===== config.mk =====
export PLATFORM = sky130hd
export DESIGN_NAME = alu_mul_sequencer
export DESIGN_NICKNAME = d
export VERILOG_FILES = /design/src/rtl/alu_mul_sequencer.sv
export SDC_FILE = /design/constraint.sdc
export NUM_CORES = 1
export LEC_CHECK = 0
export ABC_CLOCK_PERIOD_IN_PS = 9040
export CORE_ASPECT_RATIO = 0.8
export CORE_UTILIZATION = 40
export DETAILED_ROUTE_END_ITERATION = 12
export GPL_TIMING_DRIVEN = 0
export PLACE_DENSITY = 0.64
export SLEW_MARGIN = 20
export SYNTH_ARGS = -nofsm -noshare
export SYNTH_HDL_FRONTEND = slang
export SYNTH_SLANG_ARGS = --single-unit

===== constraint.sdc =====
create_clock -name clk_i -period 9.04 [get_ports clk_i]
set_input_delay 1.356 -clock clk_i [delete_from_list [all_inputs] [get_ports clk_i]]
set_output_delay 1.356 -clock clk_i [all_outputs]
set_load 0.005 [all_outputs]

===== src/rtl/alu_mul_sequencer.sv =====
// Iterative shift-add MUL beside the EX-stage ALU; low WIDTH product bits, done pulse.
// Latency: start in cycle 0, WIDTH RUN cycles, done_o/result_o in cycle WIDTH+1.
// Backpressure: stall_o holds the pipeline from the start cycle through the last RUN cycle.
module alu_mul_sequencer #(
    parameter int          WIDTH    = 32,
    parameter logic [2:0]  MUL_CODE = 3'b011
) (
    input  logic             clk_i,
    input  logic             rst_i,
    input  logic             valid_i,
    input  logic [2:0]       ALUCtrl_i,
    input  logic [WIDTH-1:0] data1_i,
    input  logic [WIDTH-1:0] data2_i,
    input  logic             flush_i,
    output logic             stall_o,
    output logic             busy_o,
    output logic             done_o,
    output logic [WIDTH-1:0] result_o
);

    localparam int             CW        = $clog2(WIDTH) + 1;
    localparam logic [CW-1:0]  LAST_ITER = CW'(WIDTH - 1);

    typedef enum logic [1:0] {
        ST_IDLE = 2'd0,
        ST_RUN  = 2'd1,
        ST_DONE = 2'd2
    } state_t;

    state_t           state_q;
    state_t           state_d;
    logic [WIDTH-1:0] acc_q;
    logic [WIDTH-1:0] mcand_q;
    logic [WIDTH-1:0] mplier_q;
    logic [CW-1:0]    cnt_q;
    logic [WIDTH-1:0] addend;
    logic [WIDTH-1:0] acc_sum;
    logic             start;
    logic             last_iter;

    // rst_i gates start so stall_o drops the instant reset asserts, even with a MUL in EX
    assign start     = rst_i && (state_q == ST_IDLE) && valid_i &&
                       (ALUCtrl_i == MUL_CODE) && !flush_i;
    assign last_iter = (cnt_q == LAST_ITER);
    assign addend    = mplier_q[0] ? mcand_q : '0;
    assign acc_sum   = acc_q + addend;

    assign stall_o = start || (state_q == ST_RUN);
    assign busy_o  = (state_q == ST_RUN);
    assign done_o  = (state_q == ST_DONE);

    always_ff @(posedge clk_i or negedge rst_i) begin
        if (!rst_i) begin
            state_q <= ST_IDLE;
        end else begin
            state_q <= state_d;
        end
    end

    always_comb begin
        state_d = state_q;
        case (state_q)
            ST_IDLE: begin
                if (start) begin
                    state_d = ST_RUN;
                end
            end
            ST_RUN: begin
                if (flush_i) begin
                    state_d = ST_IDLE;
                end else if (last_iter) begin
                    state_d = ST_DONE;
                end
            end
            // EX still holds the retiring MUL here; never restart on it
            ST_DONE: begin
                state_d = ST_IDLE;
            end
            default: begin
                state_d = ST_IDLE;
            end
        endcase
    end

    always_ff @(posedge clk_i or negedge rst_i) begin
        if (!rst_i) begin
            acc_q    <= '0;
            mcand_q  <= '0;
            mplier_q <= '0;
            cnt_q    <= '0;
            result_o <= '0;
        end else begin
            case (state_q)
                ST_IDLE: begin
                    if (start) begin
                        mcand_q  <= data1_i;
                        mplier_q <= data2_i;
                        acc_q    <= '0;
                        cnt_q    <= '0;
                    end
                end
                ST_RUN: begin
                    // a flushed run leaves result_o at its previous value
                    if (!flush_i) begin
                        acc_q    <= acc_sum;
                        mcand_q  <= mcand_q << 1;
                        mplier_q <= mplier_q >> 1;
                        cnt_q    <= cnt_q + CW'(1);
                        if (last_iter) begin
                            result_o <= acc_sum;
                        end
                    end
                end
                default: begin
                end
            endcase
        end
    end

endmodule


==> flow_metrics.py, run 1 <==
metrics = {
    "run_status": {
        "status": "finished, final reports clean",
    },
    "clock_tree": {
        "clk_pin_slew_ns": 0.05,
        "clockBufferDepth": 2,
        "cts_buffers": 17,
        "htreeDepth": 4,
        "post-cts-setup-buffer-count": 0,
        "root_buffer": "clkbuf_16",
        "cts_tree": "done",
        "cts_hold_buf": 0,
        "clk_latency_ns": 0.42,
        "clkSinkCount": 136,
        "cts-resized-gates": 0,
    },
    "critical_path": {
        "crit_path_end_kind": "output port",
        "required_ns": 7.68,
        "critPathKind": "in -> out",
        "worstPathMaxFanout": 10,
        "cpPeakStageDelay_ns": 0.52,
        "cp-start-kind": "primary input",
        "path_cells": "clkdlybuf4s50_1 -> nand4_1 -> or2_2 -> nor4_1 -> clkbuf_1 -> inv_1 -> nand2_1 -> clkdlybuf4s50_1",
        "path_common_cell": "clkdlybuf4s50_1",
        "arrival_ns": 3.77,
        "cp_slowest_cell": "clkdlybuf4s50_1",
    },
    "sta": {
        "fin_skew_ns": 0.00608,
        "setup_violations": 0,
        "hold_ws_ns": 0.471,
        "min_period_ns": 5.13,
        "rsz0062_at_grt": "false",
        "period_share": 0.567,
        "max_freq_mhz": 195,
        "slew_viol_final": 0,
        "slew_headroom": 0.515,
        "hold_viol": 0,
        "tightest_slew_ns": 0.720,
    },
    "logic_synthesis": {
        "seq_area_frac_synth": 0.463,
        "synth_cell_types": 67,
        "ys_seq_elements": 136,
        "syn_inst": 732,
        "synth_edf_count": 0,
        "ys_warn_count": 0,
        "synth_top_flop_cell": "dfrtp_1",
        "syn_area_sq_mm": 0.00735,
        "syn_avg_cell_area_sq_um": 10.0,
        "async_flop_share": 1.00,
        "synth_nets": 836,
    },
    "power_and_ir_drop": {
        "powerDensity_mw_per_mm2": 192,
        "peakVddDrop_v": 0.000105,
        "leakagePower_nw": 4.73,
    },
    "floorplanning": {
        "core_sq_mm": 0.0176,
        "io_pins": 106,
        "die_w_um": 154,
        "die_height_um": 123,
        "rows": 43,
        "start_util": 0.417,
        "fp.dieArea_sq_mm": 0.0189,
    },
    "placed_design": {
        "dp_hpwl_mm": 14.3,
        "routabilityCongestion": 0.909,
        "io_buffer_count": 105,
    },
    "global_route": {
        "grt_pass1_wl_mm": 30.8,
        "grt_pass1_vias": 5872,
        "grt_start_max_net_pins": 78,
        "grt-ovfl-total": 0,
        "grt_usage": 0.212,
        "antenna_found_initial": 0,
    },
    "routing": {
        "dr.pass1.iters": 9,
        "wl_mm": 19.4,
        "dr.first_iter.drc_count": 665,
        "drc": 0,
        "avgRoutedWirePerCell_um": 17.7,
        "via_per_inst": 5.62,
        "postRouteAntennaNets": 0,
        "vias": 6146,
    },
    "layout": {
        "diodes": 0,
        "num-fill-cells": 1637,
        "finish.utilization": 0.531,
        "multi_input_area_sq_mm": 0.00347,
        "seqCellArea_sq_mm": 0.00340,
        "syn_to_final_growth_pct": 27.3,
        "final_layout_size_suffix_gt1_frac": 0.0829,
        "nNetsFinal": 961,
    },
    "hold_path": {
        "holdCritPathClass": "reg -> reg",
    },
    "job": {
        "cap_violations": 0,
    },
}
==> cell usage after synthesis (3+ instances only) <==
| cell | count | area, sq um |
|---|---|---|
| a21o_1 | 15 | 113 |
| a21oi_1 | 34 | 170 |
| a222oi_1 | 61 | 611 |
| a22o_1 | 30 | 263 |
| and2_1 | 35 | 219 |
| and3_1 | 6 | 37.5 |
| buf_1 | 6 | 22.5 |
| buf_2 | 8 | 40.0 |
| clkbuf_1 | 30 | 113 |
| dfrtp_1 | 136 | 3400 |
| ha_1 | 32 | 400 |
| inv_1 | 76 | 285 |
| mux2_2 | 10 | 113 |
| nand2_1 | 87 | 327 |
| nand3_1 | 13 | 65.1 |
| nand4_1 | 9 | 56.3 |
| nor2_1 | 17 | 63.8 |
| nor3_1 | 3 | 15.0 |
| nor3_2 | 3 | 30.0 |
| o21ai_0 | 17 | 85.1 |
| o21ai_1 | 5 | 25.0 |
| o21bai_1 | 8 | 60.1 |
| o31ai_1 | 5 | 37.5 |
| or3_1 | 4 | 25.0 |
| xnor2_1 | 20 | 175 |
| xor2_1 | 8 | 70.1 |
==> state kept, by name, indices dropped and copies added (netlist names) <==
name and flops:
mcand_q 32, acc_q 32, state_q 2, mplier_q 32
result_o 32, cnt_q 6
==> worst max-delay path, delay by kind of cell <==
kind          cells  cell delay, ns
buf+inv           4            1.52
simple gates      4            0.89
==> through the flow <==
step	cells	power (W)	instance area, sq um	setup slack [ns]	setup TNS [ns]
2_1_floorplan	732	0.000930	7350	5.18	0
3_3_place_gp	1062	0.00103	8690	-1.12	-1.48
3_5_place_dp	1063	0.00104	8720	3.89	0
4_1_cts	1094	0.00181	9370	3.88	0
5_1_grt	1094	0.00188	9370	3.69	0
6_report	1094	0.00180	9370	3.91	0
==> kinds of logic (layout without fill, tap and decap cells) <==
logic type	count (synthesis)	count (layout)	share of synthesized area
AO/OA/AOI/OAI	205	205	0.228
XOR/XNOR	29	29	0.0364
adder cells (fa/ha/maj)	33	33	0.0572
buffers and inverters	122	259	0.0657
flip-flops	136	136	0.463
multiplexers	11	11	0.0167
AND/OR/NAND/NOR	196	196	0.134
==> final cells by class <==
cell class	instances	area share
tap	225	0.0301
clock inverter	8	0.0179
multi-input combinational	474	0.370
buffer	46	0.0211
sequential	136	0.363
inverter	76	0.0305
timing repair buffer	106	0.116
clock buffer	23	0.0510
==> path summary, 6_finish.rpt <==
path,start,end,slack [ns],cells past startpoint
max in group asynchronous,rst_i,acc_q[16],7.46,2
min,result_o[2],result_o[2],0.47,2
min in group asynchronous,rst_i,mplier_q[11],0.85,1
max,ALUCtrl_i[1],stall_o,3.91,8
max reg2reg,mplier_q[0],result_o[30],5.58,12
min reg2reg,result_o[2],result_o[2],0.47,2
==> routing by layer <==
metal  wire length, um  global-route usage
met5                 0                   0
met4               159              0.0544
met3              1150              0.0445
met2              8380               0.311
met1              9700               0.317
==> placed cells by master (no fill, tap or decap), types with 4 or more instances in the layout <==
| master | count |
|---|---|
| and2_1 | 35 |
| a22o_1 | 30 |
| o21bai_1 | 8 |
| buf_2 | 8 |
| and3_1 | 6 |
| o21ai_0 | 17 |
| nand2_1 | 87 |
| clkbuf_16 | 17 |
| buf_1 | 6 |
| mux2_2 | 10 |
| inv_1 | 76 |
| or3_1 | 4 |
| dfrtp_1 | 136 |
| a21oi_1 | 34 |
| nand3_1 | 13 |
| o31ai_1 | 5 |
| nand4_1 | 9 |
| nor2_1 | 17 |
| xnor2_1 | 20 |
| xor2_1 | 8 |
| ha_1 | 32 |
| a21o_1 | 15 |
| clkdlybuf4s50_1 | 104 |
| clkbuf_1 | 33 |
| bufinv_16 | 5 |
| o21ai_1 | 5 |
| a222oi_1 | 61 |
==> power breakdown <==
group	switching (W)	leakage, nW	internal (W)
clock	0.000259	0.313	0.000509
combinational	0.000144	2.58	0.000127
sequential	0.0000651	1.83	0.000696
No activity file was read; power rests on OpenSTA's default activity.
==> run 2, diff against run 1 <==
ABC_CLOCK_PERIOD_IN_PS = 4100   (was 9040)
PLACE_DENSITY = 0.66   (was 0.64)
clock period = 4.1 ns   (was 9.04 ns; I/O delays follow)
==> flow_metrics.py, run 2 (same netlist as run 1, synthesis figures left out) <==
metrics = {
    "sta": {
        "setup_violations": 0,
        "fin_skew_ns": 0.0106,
        "hold_viol": 0,
        "min_period_ns": 3.76,
        "hold_ws_ns": 0.0793,
        "period_share": 0.917,
        "slew_viol_final": 0,
        "slew_headroom": 0.535,
        "rsz0062_at_grt": "false",
        "max_freq_mhz": 266,
        "tightest_slew_ns": 0.697,
    },
    "critical_path": {
        "r2r-start": "mplier_q[0]",
        "arrival_ns": 3.14,
        "cpPeakStageDelay_ns": 0.51,
        "path_cells": "buf_8 -> buf_16 -> nand4_1 -> or2_2 -> nor4_2 -> clkbuf_2 -> inv_1 -> nand2_1 -> clkdlybuf4s50_1",
        "cp-start-kind": "primary input",
        "cp_top_family": "buffers and inverters",
        "required_ns": 3.48,
        "cp_slowest_cell": "clkdlybuf4s50_1",
        "worstPathMaxFanout": 90,
        "critPathKind": "in -> out",
        "crit_path_end_kind": "output port",
        "rrSetupSlack_ns": 0.57,
        "cp.depth": 9,
        "r2r_cells": 12,
        "rr_endpoint": "result_o[30]",
        "crit_buf_inv": 5,
    },
    "layout": {
        "syn_to_final_growth_pct": 27.0,
        "final_layout_size_suffix_gt1_frac": 0.0886,
        "final_common_cell": "dfrtp_1",
        "nNetsFinal": 961,
        "diodes": 0,
        "final_cells": 1094,
        "final_cell_mix": "136 x dfrtp_1, 104 x clkdlybuf4s50_1, 87 x nand2_1, 76 x inv_1, 61 x a222oi_1",
        "finish.utilization": 0.529,
    },
    "floorplanning": {
        "rows": 43,
        "core_sq_mm": 0.0176,
        "die_w_um": 154,
        "die_height_um": 123,
        "start_util": 0.417,
        "fp.dieArea_sq_mm": 0.0189,
        "io_pins": 106,
    },
    "power_and_ir_drop": {
        "powerDensity_mw_per_mm2": 415,
        "peakVddDrop_v": 0.000270,
        "leakagePower_nw": 4.71,
        "power_w": 0.00388,
    },
    "global_route": {
        "grt-ovfl-total": 0,
        "grt_usage": 0.214,
        "grt_start_max_net_pins": 91,
        "grt_pass1_wl_mm": 31.2,
        "grt_pass1_vias": 6019,
        "antenna_found_initial": 0,
    },
    "clock_tree": {
        "clockBufferDepth": 2,
        "post-cts-setup-buffer-count": 0,
        "root_buffer": "clkbuf_16",
        "clk_pin_slew_ns": 0.06,
        "clkSinkCount": 136,
        "cts_tree": "done",
        "htreeDepth": 4,
        "cts_hold_buf": 0,
        "cts_buffers": 17,
        "clk_latency_ns": 0.43,
    },
    "routing": {
        "dr.pass1.iters": 9,
        "drc": 0,
        "wl_mm": 19.4,
        "postRouteAntennaNets": 0,
        "dr.first_iter.drc_count": 657,
        "vias": 6160,
        "via_per_inst": 5.63,
        "avgRoutedWirePerCell_um": 17.7,
    },
    "placed_design": {
        "dp.cells": 1063,
        "dp_hpwl_mm": 14.2,
        "routabilityCongestion": 0.895,
        "io_buffer_count": 105,
    },
    "job": {
        "cap_violations": 0,
    },
    "run_status": {
        "status": "finished, final reports clean",
    },
    "hold_path": {
        "holdCritPathClass": "in -> async",
    },
}
==> run 2: worst max-delay path by stage <==
stage           startpoint           end
2_1_floorplan  mplier_q[0]  result_o[31]
3_3_place_gp         rst_i       stall_o
3_5_place_dp         rst_i       stall_o
4_1_cts              rst_i       stall_o
5_1_grt              rst_i       stall_o
6_report             rst_i       stall_o
==> run 2: layout make-up <==
| cell class | count | area [sq um] |
|---|---|---|
| clock inverter | 11 | 148 |
| tap | 225 | 282 |
| buffer | 46 | 199 |
| multi-input combinational | 474 | 3470 |
| timing repair buffer | 106 | 1080 |
| sequential | 136 | 3400 |
| inverter | 76 | 285 |
| fill | 1615 | 8310 |
| clock buffer | 20 | 467 |
==> run 2: where the power goes <==
| part | total (W) | switching (W) | internal [W] |
|---|---|---|---|
| combinational | 0.000603 | 0.000322 | 0.000281 |
| clock | 0.00160 | 0.000596 | 0.00100 |
| sequential | 0.00168 | 0.000144 | 0.00153 |
==> run 2: layer usage <==
metal | up-vias | share of wire | GRT usage
li1 | 2928 | - | -
met1 | 3053 | 0.50 | 0.313
met2 | 166 | 0.44 | 0.321
met3 | 13 | 0.050 | 0.0396
met4 | 0 | 0.010 | 0.0681
met5 | - | 0 | 0
==> run 2: worst reg2reg max path: stages, from the launching register on <==
cell	delay, ns
dfrtp_1	0.50
clkbuf_1	0.40
and2_1	0.20
ha_1	0.23
fa_1	0.23
a21o_1	0.13
a21oi_1	0.11
o21ai_1	0.34
nand4_1	0.24
a211oi_1	0.39
o211ai_1	0.19
a21boi_0	0.32
o31ai_1	0.12
==> run 2: metrics by stage <==
| step | worst slack [ns] | area, sq um | setup TNS, ns |
|---|---|---|---|
| after global placement | -4.70 | 8690 | -837.90 |
| after global routing | 0.0431 | 9340 | 0 |
| after floorplan | 1.22 | 7350 | 0 |
| after CTS | 0.0948 | 9340 | 0 |
| after detailed placement | -0.0566 | 8720 | -0.0566 |
| final | 0.342 | 9340 | 0 |
==> run 2: repair_timing <==
item | CTS | global route
gates resized for setup | 1 | 1
gates cloned | 0 | 0
endpoints found under the setup margin | 1 | 1
==> run 3, diff against run 2 <==
SLEW_MARGIN = 5   (was 20)
==> flow_metrics.py, run 3 (same netlist as run 1, synthesis figures left out) <==
metrics = {
    "floorplanning": {
        "io_pins": 106,
        "die_w_um": 154,
        "start_util": 0.417,
        "core_sq_mm": 0.0176,
        "rows": 43,
        "die_height_um": 123,
        "fp.dieArea_sq_mm": 0.0189,
    },
    "power_and_ir_drop": {
        "peakVddDrop_v": 0.000268,
        "powerDensity_mw_per_mm2": 414,
        "leakagePower_nw": 4.72,
    },
    "placed_design": {
        "pre_cts_ws_ns": -0.132,
        "io_buffer_count": 105,
        "routabilityCongestion": 0.895,
        "dp_hpwl_mm": 14.2,
    },
    "sta": {
        "fin_setup_tns_ns": 0,
        "slew_headroom": 0.536,
        "period_share": 0.893,
        "setup_violations": 0,
        "fin_ws_ns": 0.438,
        "fin_skew_ns": 0.00870,
        "max_freq_mhz": 273,
        "tightest_slew_ns": 0.695,
        "rsz0062_at_grt": "false",
        "slew_viol_final": 0,
        "hold_viol": 0,
        "min_period_ns": 3.66,
    },
    "layout": {
        "seqCellArea_sq_mm": 0.00340,
        "multi_input_area_sq_mm": 0.00347,
        "final_cell_mix": "136 x dfrtp_1, 104 x clkdlybuf4s50_1, 87 x nand2_1, 76 x inv_1, 61 x a222oi_1",
        "final_common_cell": "dfrtp_1",
        "num-fill-cells": 1608,
        "diodes": 0,
        "nNetsFinal": 962,
        "syn_to_final_growth_pct": 27.3,
        "final_layout_size_suffix_gt1_frac": 0.0897,
    },
    "routing": {
        "postRouteAntennaNets": 0,
        "wl_mm": 19.5,
        "dr.first_iter.drc_count": 714,
        "avgRoutedWirePerCell_um": 17.8,
        "dr.pass1.iters": 10,
        "vias": 6176,
        "via_per_inst": 5.64,
        "drc": 2,
    },
    "clock_tree": {
        "clk_pin_slew_ns": 0.06,
        "post-cts-setup-buffer-count": 0,
        "clkSinkCount": 136,
        "root_buffer": "clkbuf_16",
        "cts_tree": "done",
        "clockBufferDepth": 2,
        "cts_buffers": 17,
        "htreeDepth": 4,
        "cts_hold_buf": 0,
        "clk_latency_ns": 0.42,
    },
    "global_route": {
        "grt_usage": 0.214,
        "antenna_found_initial": 0,
        "grt_start_max_net_pins": 91,
        "grt-ovfl-total": 0,
        "grt_pass1_wl_mm": 31.2,
        "grt_pass1_vias": 6019,
    },
    "critical_path": {
        "required_ns": 3.48,
        "arrival_ns": 3.05,
        "worstPathMaxFanout": 49,
        "cp-start-kind": "primary input",
        "crit_path_end_kind": "output port",
        "critPathKind": "in -> out",
    },
    "job": {
        "cap_violations": 0,
    },
    "hold_path": {
        "holdCritPathClass": "in -> async",
    },
    "run_status": {
        "status": "finished, violations left",
        "violations": "design-rule violations",
    },
}
## run 3: power breakdown
part / internal (W) / switching, W
combinational: 0.000283 / 0.000323
sequential: 0.00153 / 0.000145
clock: 0.00100 / 0.000595
## run 3: final timing paths
check,start,end,slack (ns),cells past startpoint
max in group asynchronous,rst_i,mcand_q[25],3.32,2
worst max register to register,mplier_q[0],result_o[31],0.57,11
min in group clk_i,result_o[6],result_o[6],0.47,2
worst max-delay path,rst_i,stall_o,0.44,9
worst min-delay path,rst_i,result_o[28],0.13,1
worst min register to register,result_o[6],result_o[6],0.47,2
## run 3: final cells by class
class,instances,share of cell area
inverters,76,0.0305
clock inverters,11,0.0158
well taps,225,0.0301
repair buffers,107,0.118
flip-flops and latches,136,0.363
plain buffers,46,0.0212
multi-input cells,474,0.371
clock buffers,20,0.0498
## run 3: per-layer routing
layer | vias up | track usage | wire length [um]
met1 | 3071 | 0.313 | 9820
met3 | 9 | 0.0396 | 1000
met4 | 0 | 0.0681 | 174
met5 | - | 0 | 0
li1 | 2932 | - | -
met2 | 164 | 0.321 | 8540
## run 3: worst max-delay path: stages
cell and delay (ns):
buf_6 0.37, buf_16 0.29, nand4_1 0.10, or2_2 0.31
nor4_2 0.33, clkbuf_2 0.33, inv_1 0.09, nand2_1 0.07
clkdlybuf4s50_1 0.52
## run 3: repair_timing
item                       in CTS  in global routing
gates cloned                    0                  1
gates resized for setup         1                  1
setup endpoints to repair       1                  1
pin swaps                       0                  0
## run 3: through the flow
stage / std cells / total power [W] / util / area (sq um) / hold WS [ns]
floorplan: 732 / 0.00205 / - / 7350 / 0.319
global placement: 1062 / 0.00227 / 0.492 / 8690 / 0.458
detailed placement: 1063 / 0.00229 / 0.494 / 8720 / 0.465
CTS: 1094 / 0.00390 / 0.529 / 9330 / 0.123
global route: 1095 / 0.00405 / 0.531 / 9360 / 0.160
finish: 1095 / 0.00388 / 0.531 / 9360 / 0.129
